**src/rtl/dino_pkg.sv**
```systemverilog
// Shared types and widths for the T-rex vertical-motion controller.
// State encoding is fixed because the sprite renderer decodes it directly.
package dino_pkg;

  localparam int HEIGHT_W = 8;
  localparam int VEL_W    = 8;
  localparam int Y_W      = 10;

  localparam logic signed [VEL_W-1:0] FAST_FALL_VEL = -8'sd4;

  typedef enum logic [2:0] {
    S_RUN  = 3'd0,
    S_DUCK = 3'd1,
    S_RISE = 3'd2,
    S_FALL = 3'd3,
    S_DEAD = 3'd4
  } state_t;

endpackage

```
**src/rtl/dino_jump_controller_edge.sv**
```systemverilog
// One-cycle rising-edge detector: a single register and an AND gate.
// Used for the game tick from the divided speed wave and for the jump button.
module rise_edge_detect (
  input  logic clk,
  input  logic rst,
  input  logic sig,
  output logic rise
);

  logic sig_q;

  always_ff @(posedge clk) begin
    if (rst) sig_q <= 1'b0;
    else     sig_q <= sig;
  end

  assign rise = sig & ~sig_q;

endmodule

```
**src/rtl/dino_jump_controller.sv**
```systemverilog
// Run/duck/jump/dead state machine with per-tick height integration under gravity.
// Feeds the sprite renderer with the feet row and the status flags.
module dino_jump_controller
  import dino_pkg::*;
#(
  parameter int GROUND_Y   = 400,
  parameter int JUMP_VEL   = 12,
  parameter int GRAVITY    = 1,
  parameter int MAX_HEIGHT = 200
) (
  input  logic           clk,
  input  logic           rst,
  input  logic           speed,
  input  logic           jump_btn,
  input  logic           duck_btn,
  input  logic           game_over,
  output logic [Y_W-1:0] dino_y,
  output logic           airborne,
  output logic           ducking,
  output logic           dead,
  output logic           tick
);

  localparam logic signed [VEL_W-1:0] JUMP_V = VEL_W'(JUMP_VEL);
  localparam logic signed [VEL_W-1:0] GRAV_V = VEL_W'(GRAVITY);
  localparam logic signed [Y_W-1:0]   MAX_H  = Y_W'(MAX_HEIGHT);

  state_t                     state, state_next;
  logic [HEIGHT_W-1:0]        height, height_next;
  logic signed [VEL_W-1:0]    vel, vel_next;
  logic                       jump_pending, pending_next;
  logic                       jump_rise;
  logic                       take_jump;
  logic signed [Y_W-1:0]      h_next;
  logic signed [VEL_W-1:0]    vel_dec, vel_air;
  logic                       landing;

  rise_edge_detect u_tick_edge (
    .clk  (clk),
    .rst  (rst),
    .sig  (speed),
    .rise (tick)
  );

  rise_edge_detect u_jump_edge (
    .clk  (clk),
    .rst  (rst),
    .sig  (jump_btn),
    .rise (jump_rise)
  );

  // A press landing on the tick cycle itself still counts for that tick.
  assign take_jump = jump_pending | jump_rise;

  assign h_next  = $signed({2'b00, height}) + $signed({{(Y_W-VEL_W){vel[VEL_W-1]}}, vel});
  assign landing = h_next[Y_W-1] || (h_next == '0);
  assign vel_dec = vel - GRAV_V;
  assign vel_air = (duck_btn && (vel_dec > FAST_FALL_VEL)) ? FAST_FALL_VEL : vel_dec;

  always_ff @(posedge clk) begin
    if (rst) begin
      state        <= S_RUN;
      height       <= '0;
      vel          <= '0;
      jump_pending <= 1'b0;
    end else begin
      state        <= state_next;
      height       <= height_next;
      vel          <= vel_next;
      jump_pending <= pending_next;
    end
  end

  always_comb begin
    state_next   = state;
    height_next  = height;
    vel_next     = vel;
    pending_next = jump_pending;

    if (tick)
      pending_next = 1'b0;
    else if (jump_rise && (state != S_DEAD))
      pending_next = 1'b1;

    // Collision overrides everything, including a coincident tick.
    if (game_over) begin
      state_next = S_DEAD;
    end else begin
      case (state)
        S_RUN: begin
          if (tick) begin
            if (take_jump) begin
              state_next = S_RISE;
              vel_next   = JUMP_V;
            end else if (duck_btn) begin
              state_next = S_DUCK;
            end
          end
        end
        S_DUCK: begin
          if (tick) begin
            if (take_jump) begin
              state_next = S_RISE;
              vel_next   = JUMP_V;
            end else if (!duck_btn) begin
              state_next = S_RUN;
            end
          end
        end
        S_RISE, S_FALL: begin
          if (tick) begin
            if (landing) begin
              height_next = '0;
              vel_next    = '0;
              state_next  = S_RUN;
            end else begin
              height_next = (h_next > MAX_H) ? HEIGHT_W'(MAX_HEIGHT) : h_next[HEIGHT_W-1:0];
              vel_next    = vel_air;
              state_next  = (!vel_air[VEL_W-1] && (vel_air != '0)) ? S_RISE : S_FALL;
            end
          end
        end
        S_DEAD: begin
          if (jump_rise) begin
            state_next   = S_RUN;
            height_next  = '0;
            vel_next     = '0;
            pending_next = 1'b0;
          end
        end
        default: state_next = S_RUN;
      endcase
    end
  end

  assign dino_y   = Y_W'(GROUND_Y) - {{(Y_W-HEIGHT_W){1'b0}}, height};
  assign airborne = (state == S_RISE) || (state == S_FALL);
  assign ducking  = (state == S_DUCK);
  assign dead     = (state == S_DEAD);

endmodule
```
**config.mk**
```make
export PLATFORM = sky130hd
export DESIGN_NAME = dino_jump_controller
export DESIGN_NICKNAME = d
export VERILOG_FILES = /design/src/rtl/dino_pkg.sv /design/src/rtl/dino_jump_controller_edge.sv /design/src/rtl/dino_jump_controller.sv
export SDC_FILE = /design/constraint.sdc
export NUM_CORES = 1
export LEC_CHECK = 0
export BUFFER_PORTS_ARGS = -buffer_cell sky130_fd_sc_hd__buf_2
export CAP_MARGIN = 20
export CORE_MARGIN = 10
export CORE_UTILIZATION = 63
export DETAILED_ROUTE_END_ITERATION = 10
export GPL_ROUTABILITY_DRIVEN = 0
export PLACE_DENSITY = 0.92
export RECOVER_POWER = 25
export REMOVE_ABC_BUFFERS = 1
export SLEW_MARGIN = 20
export SYNTH_ARGS = -nofsm -noshare
export SYNTH_HDL_FRONTEND = slang
export SYNTH_HIERARCHICAL = 1
export SYNTH_SLANG_ARGS = --single-unit
```
**constraint.sdc**
```tcl
create_clock -name clk -period 6.58 [get_ports clk]
set_input_delay 1.316 -clock clk [delete_from_list [all_inputs] [get_ports clk]]
set_output_delay 1.316 -clock clk [all_outputs]
set_load 0.05 [all_outputs]
```
Word-level counts from Yosys, hierarchy flattened
Cells that the tools add are included.

Register bits after elaboration: 22. Bits of input ports: 6. Output and inout port bits: 14. Logic and storage cells: 83.

$add $sub $neg: 3. $lt $le $gt $ge: 2. Reduce and logical (&&, ||, !) cells: 18. Equality and inequality tests: 19. Multiplexer cells: 28. Bitwise gates (word level): 6.

Operator list (count): 8-bit 2-to-1 mux (9); 3-bit 2-to-1 mux (9); 8-bit case mux with 3 select lines (1); 6-bit AND reduction (3); 8-bit case mux with 2 select lines (1); 3-bit inequality test (second input constant) (4); 3-bit case mux with 4 select lines (1); 9-bit by 8-bit adder with 10-bit output (1); 10-bit by 9-bit > comparator with 1-bit output (second input constant) (1); 10-bit logical NOT (1); 9-bit by 8-bit subtractor with 10-bit output (first input constant) (1); 3-bit by 2-bit inequality test with 1-bit output (second input constant) (3); 8-bit by 3-bit > comparator with 1-bit output (second input constant) (1); 2-bit by 1-bit inequality test with 1-bit output (second input constant) (4); 8-bit nonzero test (1); 8-bit by 2-bit subtractor with 8-bit output (second input constant) (1); 3-bit by 2-bit == test with 1-bit output (second input constant) (2); 1-bit 2-to-1 mux (6); 2-bit OR reduction (3); 2-bit inequality test (second input constant) (2); 4-bit by 3-bit inequality test with 1-bit output (second input constant) (1); 4-bit inequality test (second input constant) (1); 4-bit AND reduction (1); 3-bit by 1-bit == test with 1-bit output (second input constant) (1); 11 further kinds (17).

Depth between registers and ports, before layout
Gate-level depths: netlist of the first run.

Depth in word-level cells: 11. Gate-level depth with buffers: 10. Mapped depth without buffers: 10.

Modules after synthesis
The synthesis of the first run kept the hierarchy.

By module, submodules not included: dino_jump_controller (times used 1, sequential area each 400.4 sq um, area each 1765.4 sq um, cells each 224); rise_edge_detect (times used 2, sequential area each 20.0 sq um, area each 47.5 sq um, cells each 3).

Worst setup path before layout of the first run
No wires, ideal clock.

Kind: reg-to-output. Start: reg height[1]. End: out dino_y[8]. Stages on the path, launching flop included: 6. Arrival: 1.988 ns. Slack: 3.276 ns. Data required time: 5.264 ns. Buffers on the path: 0. Cells stage by stage: dfxtp_1 inv_1 ha_1 nand2_1 and2_1 o31ai_1.

Word-level cells in the longest chain between the ends: 1.

RTL lines: from (decl) (RTL line dino_jump_controller.sv:29) `logic [HEIGHT_W-1:0] height, height_next;`; from (signal assigned) (RTL line dino_jump_controller.sv:68) `height <= height_next;`; 9-bit by 8-bit subtractor with 10-bit output (RTL line dino_jump_controller.sv:136) `assign dino_y = Y_W'(GROUND_Y) - {{(Y_W-HEIGHT_W){1'b0}}, height};`; to (decl) (RTL line dino_jump_controller.sv:17) `output logic [Y_W-1:0] dino_y,`.

Every way passes these cells.

Worst setup path after layout of the first run
Start: in speed. End: out tick.

Word-level cells in the longest chain between the ends: 1.

RTL lines: from (decl) (RTL line dino_jump_controller.sv:13) `input logic speed,`; 1-bit bitwise AND (RTL line dino_jump_controller_edge.sv:17) `assign rise = sig & ~sig_q;`; to (decl) (RTL line dino_jump_controller.sv:21) `output logic tick`.

Every way passes these cells.

==> out/results.ini, run 1 <==
[status]
status = complete, no violations

[clocking]
cts_sinks = 22
tritoncts = yes
numCtsBuffers = 3
htreeDepth = 1
clkSlewWorstSetupHoldPaths_ns = 0.13
ctsHoldBuffers = 0
postCtsSetupBuffers = 0
clock_path_buffers = 2
cts-root-buf = clkbuf_4
post_cts_resized = 0
insertion_delay_ns = 0.32

[cells_and_area]
fillerInstances = 218
fin_cells = 276
area_growth_pct = 6.725
drive_above_1_share_pct = 13.06
multiInputGateArea_mm2 = 0.001353
num_antenna_cells = 0
design_area_mm2 = 0.001986
nets = 265
regArea_um2 = 440.4

[timing]
tightest_slew_ns = 1.014
hold_viol = 0
skew_ns = 0.001605
finalCritPeriodShare_pct = 49.21
slew-limit-headroom_pct = 32.39
setup_tns_ns = 0
fin_crit_ns = 3.238
fmax_ghz = 0.3088
drv_slew = 0
setup_viol = 0
rsz0062_at_grt = no

[placed_design]
post-place-cells = 272
place_hpwl_um = 3417
dpl_cell_area_mm2 = 0.001956
port_buffers = 18

[synth]
yosysMostFrequentCell = nor2_1
synth-async-reset-ratio_pct = 0
avgSynthCellArea_um2 = 8.089
synth_seq_cells = 22
synth-edff-count = 0
synth_flop_cell = dfxtp_1
synth.cell_area_mm2 = 0.001861
synth_cells = 230
ys_seq_area_share_pct = 23.67
yosysUniqueCellTypes = 54
synth_top_area_share_pct = 23.67
synth_area_leaders = dfxtp_1, ha_1, nor2_1
yosysTopAreaCell = dfxtp_1
synthTopCellsByCount = nor2_1, dfxtp_1, nand2_1, a21oi_1, ha_1
yosysWarnings = 6

[global_routing]
track_usage_pct = 16.77
antenna_found_initial = 0
grt_pass1_vias = 1642
grt_pass1_wl_um = 7631
grt_start_max_net_pins = 19
gr-total-overflow = 0

[worst_setup_path]
crit_path_start_kind = input port
cp_top_family = buffers and inverters
endpoint_kind = output port
r2r_cells = 10
r2r-end = vel[0]$_SDFFE_PP0P_
crit_arrival_ns = 1.92
reg2reg_slack_ns = 3.35
worstPathMaxFanout = 8
worst_path_max_delay_cell = buf_2
crit_chain = buf_2 -> nor2b_4 -> buf_2
critPathMaxStageDelay_ns = 0.30
cp_num_buf_inv = 2
required_ns = 5.26
crit_top_cell = buf_2
r2r_start = vel[0]$_SDFFE_PP0P_
worstSetupStartpoint = speed
path_class = input port to output port

[detailed_routing]
drt-total-wl_um = 4483
drt_iter0_markers = 147
firstDrtPassIters = 4
vias_per_cell = 6.442
via_count = 1778
wl_per_cell_um = 16.24
ant_nets = 0
drc = 0

[hold_path]
whs_endpoint = height[7]$_SDFFE_PP0P_
hold_path_class = flop to flop
hp-start = height[7]$_SDFFE_PP0P_
holdPathStages = 1

[floorplan]
dieArea_mm2 = 0.005527
rows = 19
core-area_mm2 = 0.002781
initial_utilization_pct = 66.89
die_h_um = 74.35
die_x_um = 74.35
ios = 20

[run]
maxCapViolations = 0

[power]
power_leakage_uw = 0.0008358
vdd_drop_max_uv = 135.3
powerDensity_mw_per_mm2 = 132.0

[per-stage QoR]
step | worst slack (ns) | power, µW | util [%] | hold WS [ns]
5_1_grt | 3.093 | 273.8 | 71.39 | 0.5858
3_5_place_dp | 3.341 | 185.0 | 70.31 | 0.5527
4_1_cts | 3.341 | 261.2 | 71.61 | 0.5706
3_3_place_gp | 3.358 | 184.2 | 70.31 | 0.5359
2_1_floorplan | 3.058 | 173.3 | - | 0.4852
6_report | 3.342 | 262.1 | 71.39 | 0.5710
[placed cells by master (no fill, tap or decap), types with 6 or more instances in the layout]
master / netlist / routed
ha_1: 12 / 12
xnor2_1: 8 / 8
o21ai_0: 11 / 11
nand2b_1: 6 / 6
buf_2: 0 / 13
a21o_1: 6 / 6
nor3_1: 11 / 11
nand2_1: 16 / 16
dfxtp_1: 22 / 22
nor2_1: 24 / 24
inv_1: 9 / 9
a21oi_1: 13 / 13
[cell type report]
class,instances,area share (%)
clock buffers,4,1.827
repair buffers,18,4.222
flip-flops and latches,22,22.18
multi-input cells,192,68.12
inverters,9,1.701
well taps,31,1.953
[per-layer routing]
layer  global-route usage (%)  up-vias  wire (µm)
met5                        0        -          0
met4                    5.081        0         44
met3                    3.457        5        333
met2                    26.89       64       2093
met1                    22.06      829       2011
li1                         -      880          -
[registers in the layout, indices dropped and copies added, names as in the netlist]
name	count
vel	8
u_jump_edge/sig_q	1
state	3
jump_pending	1
u_tick_edge/sig_q	1
height	8
[cell families (layout without fill, tap and decap cells)]
family	after synthesis	count (layout)	synth area share (%)
and+or+nand+nor	93	93	28.45
other	1	1	0.2016
DFF	22	22	23.67
muxes	6	6	3.362
xor gates and xnor gates	12	12	5.649
buffers and inverters	16	31	3.631
adders and majority gates	13	13	9.146
AOI/OAI and AO/OA	67	67	25.89
[worst max path at each step]
stage / endpoint / slack, ns / depth (start not counted)
final: tick / 3.34 / 3
after detailed placement: tick / 3.34 / 3
after global placement: tick / 3.36 / 3
after floorplan: dino_y[8] / 3.06 / 5
after global routing: vel[0]$_SDFFE_PP0P_ / 3.09 / 10
after CTS: tick / 3.34 / 3
[worst reg2reg max path: stages, from the launching register on]
cell and delay [ns]:
dfxtp_1 0.40, ha_1 0.26, fa_1 0.43, a211oi_1 0.52, o21a_1 0.25, or4b_2 0.13, mux2i_1 0.07, or2_2 0.34
a21oi_4 0.24, or3b_1 0.37, a21oi_1 0.14
[power by group]
group	switching, µW	internal [µW]
logic	28.7	15.2
clock network	45.1	33.9
registers	3.46	136
total	77.3	185
Power figures use the tool's default switching activity.
==> run 2, diff against run 1 <==
- CORE_UTILIZATION: 63 -> 53
- PLACE_DENSITY: 0.92 -> 0.83
- clock period: 6.58 -> 2.94 ns (I/O delays scaled with it)
==> run 2 against run 1 <==
Compared with the run above:
- final area up 13%
- total power rose to 2.5 times the previous value
- clock skew up 0.010 ns
- largest cell class unchanged
==> out/results.ini, run 2 (synthesis gave the netlist of run 1 again) <==
[hold_path]
holdPathStages = 2  ; was 1
hold_path_class = input port to flop  ; was flop to flop
whs_endpoint = u_tick_edge/sig_q$_SDFF_PP0_  ; was height[7]$_SDFFE_PP0P_
hp-start = speed  ; was height[7]$_SDFFE_PP0P_

[detailed_routing]
drc = 0  ; unchanged
firstDrtPassIters = 4  ; unchanged
vias_per_cell = 6.000  ; was 6.442
ant_nets = 0  ; unchanged
wl_per_cell_um = 16.02  ; was 16.24 µm
drt-total-wl_um = 4981  ; was 4483 µm
drt_iter0_markers = 122  ; was 147
via_count = 1866  ; was 1778

[clocking]
numCtsBuffers = 3  ; unchanged
insertion_delay_ns = 0.33  ; was 0.32 ns
htreeDepth = 1  ; unchanged
clkSlewWorstSetupHoldPaths_ns = 0.14  ; was 0.13 ns
cts-root-buf = clkbuf_4  ; unchanged
tritoncts = yes  ; unchanged
clock_path_buffers = 2  ; unchanged
ctsHoldBuffers = 0  ; unchanged
cts_sinks = 22  ; unchanged

[worst_setup_path]
worst_path_max_delay_cell = or4_1  ; was buf_2
reg2reg_slack_ns = 0.02  ; was 3.35 ns
r2r_start = vel[1]$_SDFFE_PP0P_  ; was vel[0]$_SDFFE_PP0P_
crit_arrival_ns = 3.19  ; was 1.92 ns
cp_num_buf_inv = 1  ; was 2
path_class = flop to flop  ; was input port to output port
required_ns = 3.21  ; was 5.26 ns
crit_path_start_kind = flop  ; was input port
r2r_cells = 10  ; unchanged
r2r-end = vel[1]$_SDFFE_PP0P_  ; was vel[0]$_SDFFE_PP0P_
critPathMaxStageDelay_ns = 0.42  ; was 0.30 ns
cp_top_family = compound AO/OA/AOI/OAI gates  ; was buffers and inverters
endpoint_kind = flop  ; was output port
crit_chain = ha_1 -> a21o_1 -> a221o_1 -> o221a_4 -> mux2i_2 -> buf_4 -> o2111ai_2 -> nand3_1 -> or4_1 -> a21oi_1  ; was buf_2 -> nor2b_4 -> buf_2
worstPathMaxFanout = 3  ; was 8

[floorplan]
core-area_mm2 = 0.003363  ; was 0.002781 mm²
initial_utilization_pct = 55.32  ; was 66.89%
dieArea_mm2 = 0.006281  ; was 0.005527 mm²
die_x_um = 79.25  ; was 74.35 µm
ios = 20  ; unchanged
die_h_um = 79.25  ; was 74.35 µm
rows = 21  ; was 19

[timing]
finalWorstSetupSlack_ns = 0.01721  ; was 3.342 ns
hold_viol = 0  ; unchanged
fin_crit_ns = 2.923
skew_ns = 0.01157  ; was 0.001605 ns
slew-limit-headroom_pct = 56.37  ; was 32.39%
fmax_ghz = 0.3421
drv_slew = 0  ; unchanged
setup_viol = 0  ; unchanged
finalCritPeriodShare_pct = 99.41
tightest_slew_ns = 0.6500  ; was 1.014 ns
hold-worst-slack_ns = 0.4974  ; was 0.5710 ns

[placed_design]
place_hpwl_um = 3607  ; was 3417 µm
port_buffers = 18  ; unchanged
pre_cts_slack_ns = -0.02441  ; was 3.341 ns

[cells_and_area]
nets = 285  ; was 265
mostFrequentLayoutCells = nor2_1, buf_4, nand2_1, dfxtp_1, buf_2  ; was nor2_1, dfxtp_1, nand2_1, a21oi_1, buf_2
utilization_pct = 66.82  ; was 71.39%
largestRegisters = height x8, vel x8, state x3  ; unchanged
area_growth_pct = 20.78  ; was 6.725%
drive_above_1_share_pct = 25.66  ; was 13.06%
num_antenna_cells = 0  ; unchanged
final_common_cell = nor2_1  ; unchanged

[power]
power_leakage_uw = 0.0009497  ; was 0.0008358 µW
total_power_uw = 662.4  ; was 262.1 µW
vdd_drop_max_uv = 179.5  ; was 135.3 µV
powerDensity_mw_per_mm2 = 294.8  ; was 132.0 mW/mm²

[global_routing]
grt_pass1_wl_um = 7610  ; was 7631 µm
grt_start_max_net_pins = 19  ; unchanged
grt_pass1_vias = 1597  ; was 1642
antenna_found_initial = 0  ; unchanged
track_usage_pct = 14.55  ; was 16.77%
gr-total-overflow = 0  ; unchanged

[status]
status = complete, no violations  ; unchanged

[run]
maxCapViolations = 0  ; unchanged

## run 2: metal layers
layer	GRT usage, %	up-vias	routed length [µm]
li1	-	923	-
met3	2.590	13	319
met2	21.86	81	2209
met1	19.47	849	2324
met5	0	-	0
met4	6.989	0	127
## run 2: stage by stage
step                cells  TNS [ns]  area, µm²
finish                311         0       2247
detailed placement    303  -0.03810       2095
global placement      303         0       2095
floorplan             223   -0.5449       1827
CTS                   309         0       2181
global route          311   -0.4870       2247
## run 2: layout make-up
| type | instances | area (µm²) |
|---|---|---|
| Inverter | 9 | 33.78 |
| Timing Repair Buffer | 38 | 235.2 |
| Clock inverter | 1 | 30.03 |
| Multi-Input combinational cell | 192 | 1420 |
| Fill cell | 262 | 1116 |
| Clock buffer | 3 | 22.52 |
| Sequential cell | 22 | 447.9 |
| Tap cell | 46 | 57.56 |
## run 2: what timing repair did
| action | CTS | global route |
|---|---|---|
| buffers inserted | 2 | 2 |
| pin swaps | 4 | 5 |
| setup endpoints to repair | 5 | 17 |
| gates resized for setup | 5 | 13 |
## run 2: worst max-delay path by stage
stage	cells past startpoint	endpoint	slack [ns]	start
2_1_floorplan	10	vel[0]$_SDFFE_PP0P_	-0.13	height[0]$_SDFFE_PP0P_
5_1_grt	12	vel[7]$_SDFFE_PP0P_	-0.09	vel[0]$_SDFFE_PP0P_
4_1_cts	11	height[4]$_SDFFE_PP0P_	0.004	height[0]$_SDFFE_PP0P_
3_5_place_dp	11	height[4]$_SDFFE_PP0P_	-0.02	vel[0]$_SDFFE_PP0P_
3_3_place_gp	11	height[4]$_SDFFE_PP0P_	0.02	vel[0]$_SDFFE_PP0P_
6_report	10	vel[1]$_SDFFE_PP0P_	0.02	vel[1]$_SDFFE_PP0P_
## run 2: where the power goes
group	switching [µW]	internal, µW	total (µW)
clock	103	138	241
combinational	69.8	40.5	110
sequential	6.94	304	311
total	180	482	662
## run 2: worst reg2reg max path: cells and delay by family, from the launching register on
family	cells	cell delay, ns
simple gates	2	0.59
flops	1	0.37
buf+inv	1	0.16
mux	1	0.16
fa+ha+maj	1	0.31
compound gates	5	1.26
==> run 3, diff against run 2 <==
- CORE_UTILIZATION: 53 -> 63
- PLACE_DENSITY: 0.83 -> 0.92
- clock period: 2.94 -> 3.5 ns (I/O delays scaled with it)
==> run 3 against run 2 <==
Compared with the run above:
- global-route usage is 2.0 points higher
- cell count decreased by 11%
- largest power group unchanged
- first-iteration DRC count up 50%
==> out/results.ini, run 3 (synthesis gave the netlist of run 1 again) <==
[clocking]
cts-root-buf = clkbuf_4  ; unchanged
htreeDepth = 1  ; unchanged
clkSlewWorstSetupHoldPaths_ns = 0.12  ; was 0.14 ns
ctsHoldBuffers = 0  ; unchanged
insertion_delay_ns = 0.33  ; about the same
numCtsBuffers = 3  ; unchanged
clock_path_buffers = 2  ; unchanged
postCtsSetupBuffers = 0  ; was 2
tritoncts = yes  ; unchanged
post_cts_resized = 0  ; was 5
cts_sinks = 22  ; unchanged

[cells_and_area]
final_common_cell = nor2_1  ; unchanged
mostFrequentLayoutCells = nor2_1, dfxtp_1, nand2_1, a21oi_1, buf_2  ; was nor2_1, buf_4, nand2_1, dfxtp_1, buf_2
largestRegisters = height x8, vel x8, state x3  ; unchanged
multiInputGateArea_mm2 = 0.001353  ; was 0.001420 mm²
fin_cells = 276  ; was 311
num_antenna_cells = 0  ; unchanged
nets = 266  ; was 285
drive_above_1_share_pct = 13.06  ; was 25.66%
area_growth_pct = 6.389  ; was 20.78%
fillerInstances = 219  ; was 262
regArea_um2 = 440.4  ; was 447.9 µm²

[hold_path]
hold_path_class = flop to flop  ; was input port to flop

[placed_design]
port_buffers = 18  ; unchanged
place_hpwl_um = 3482  ; was 3607 µm
post-place-cells = 273  ; was 303

[detailed_routing]
drt_iter0_markers = 183  ; was 122
wl_per_cell_um = 16.00  ; was 16.02 µm
via_count = 1791  ; was 1866
vias_per_cell = 6.489  ; was 6.000
drc = 0  ; unchanged
firstDrtPassIters = 4  ; unchanged
drt-total-wl_um = 4416  ; was 4981 µm
ant_nets = 0  ; unchanged

[global_routing]
track_usage_pct = 16.50  ; was 14.55%
grt_start_max_net_pins = 19  ; unchanged
gr-total-overflow = 0  ; unchanged
grt_pass1_vias = 1604  ; was 1597
grt_pass1_wl_um = 7383  ; was 7610 µm
antenna_found_initial = 0  ; unchanged

[worst_setup_path]
endpoint_kind = flop  ; unchanged
crit_chain = ha_1 -> fa_1 -> a211oi_1 -> o21ai_0 -> a21oi_1 -> xor2_1 -> and3_1 -> a21oi_4 -> or3b_1 -> a21oi_1  ; was ha_1 -> a21o_1 -> a221o_1 -> o221a_4 -> mux2i_2 -> buf_4 -> o2111ai_2 -> nand3_1 -> or4_1 -> a21oi_1
worstPathMaxFanout = 8  ; was 3
crit_arrival_ns = 3.49  ; was 3.19 ns
crit_top_cell = a21oi_1
worst_path_max_delay_cell = a211oi_1  ; was or4_1
critPathMaxStageDelay_ns = 0.54  ; was 0.42 ns
path_class = flop to flop  ; unchanged
crit_path_start_kind = flop  ; unchanged
required_ns = 3.76  ; was 3.21 ns

[timing]
drv_slew = 0  ; unchanged
finalCritPeriodShare_pct = 92.33  ; was 99.41%
hold_viol = 0  ; unchanged
fmax_ghz = 0.3095  ; was 0.3421 GHz
slew-limit-headroom_pct = 32.15  ; was 56.37%
setup_viol = 0  ; unchanged
skew_ns = 0.005381  ; was 0.01157 ns
setup_tns_ns = 0  ; unchanged
rsz0062_at_grt = no
fin_crit_ns = 3.231  ; was 2.923 ns
tightest_slew_ns = 1.018  ; was 0.6500 ns

[floorplan]
rows = 19  ; was 21
initial_utilization_pct = 66.89  ; was 55.32%
core-area_mm2 = 0.002781  ; was 0.003363 mm²
dieArea_mm2 = 0.005527  ; was 0.006281 mm²
die_h_um = 74.35  ; was 79.25 µm
die_x_um = 74.35  ; was 79.25 µm
ios = 20  ; unchanged

[power]
p_seq_share_pct = 56.2  ; was 46.9%
power_switching_uw = 140.8  ; was 180.1 µW
pwr-share-clk_pct = 26.0  ; was 36.5%
vdd_drop_max_uv = 247.0  ; was 179.5 µV
p_comb_share_pct = 17.8  ; was 16.7%
switching_share_pct = 30.25  ; was 27.18%
power_leakage_uw = 0.0008342  ; was 0.0009497 µW
powerDensity_mw_per_mm2 = 235.2  ; was 294.8 mW/mm²
p_int_uw = 324.7  ; was 482.4 µW

[status]
status = complete, no violations  ; unchanged

[run]
maxCapViolations = 0  ; unchanged

-- run 3: cell types whose count changed in the layout (fill, tap and decap cells not counted), sizes merged --
cell    change
buf        -20
clkbuf      +1
bufinv      -1
-- run 3: power by group through the flow --
stage | registers, µW | clock network, µW | logic (µW)
2_1_floorplan | 265 | 0 | 60.4
3_3_place_gp | 267 | 0 | 80.3
3_5_place_dp | 267 | 0 | 81.9
4_1_cts | 261 | 123 | 82.3
5_1_grt | 263 | 128 | 91.6
6_report | 262 | 121 | 82.7
-- run 3: through the flow --
| stage | utilization [%] | hold WS, ns | total power [µW] | setup slack (ns) | instance area (µm²) |
|---|---|---|---|---|---|
| after floorplan | - | 0.4852 | 325.8 | 0.4282 | 1827 |
| after global placement | 70.58 | 0.5302 | 347.2 | 0.4769 | 1963 |
| after detailed placement | 70.58 | 0.5412 | 349.0 | 0.3607 | 1963 |
| after CTS | 71.39 | 0.5569 | 466.6 | 0.3150 | 1986 |
| after global routing | 71.17 | 0.6051 | 482.0 | 0.05444 | 1979 |
| final | 71.17 | 0.5579 | 465.5 | 0.2686 | 1979 |
-- run 3: final timing paths --
check	start	to	slack, ns	cells after the start
worst max-delay path	vel[0]$_SDFFE_PP0P_	vel[0]$_SDFFE_PP0P_	0.27	10
worst min-delay path	vel[0]$_SDFFE_PP0P_	vel[0]$_SDFFE_PP0P_	0.56	2
worst max register to register	vel[0]$_SDFFE_PP0P_	vel[0]$_SDFFE_PP0P_	0.27	10
worst min register to register	vel[0]$_SDFFE_PP0P_	vel[0]$_SDFFE_PP0P_	0.56	2
-- run 3: critical path: cells and delay by family (launching register included) --
kind	cells	cell delay [ns]
flip-flops	1	0.40
XOR/XNOR	1	0.14
adder cells (fa/ha/maj)	2	0.66
AND/OR/NAND/NOR	2	0.61
AO/OA/AOI/OAI	5	1.35
-- run 3: final cells by class --
class,instances,area share [%]
clock buffers,3,1.138
inverters,9,1.707
multi-input cells,192,68.33
flip-flops and latches,22,22.25
well taps,31,1.960
repair buffers,19,4.614
-- run 3: metal layers --
layer | routed length [µm] | track usage, %
met5 | 0 | 0
met2 | 1992 | 27.08
met3 | 459 | 3.059
met4 | 97 | 6.911
met1 | 1867 | 20.68
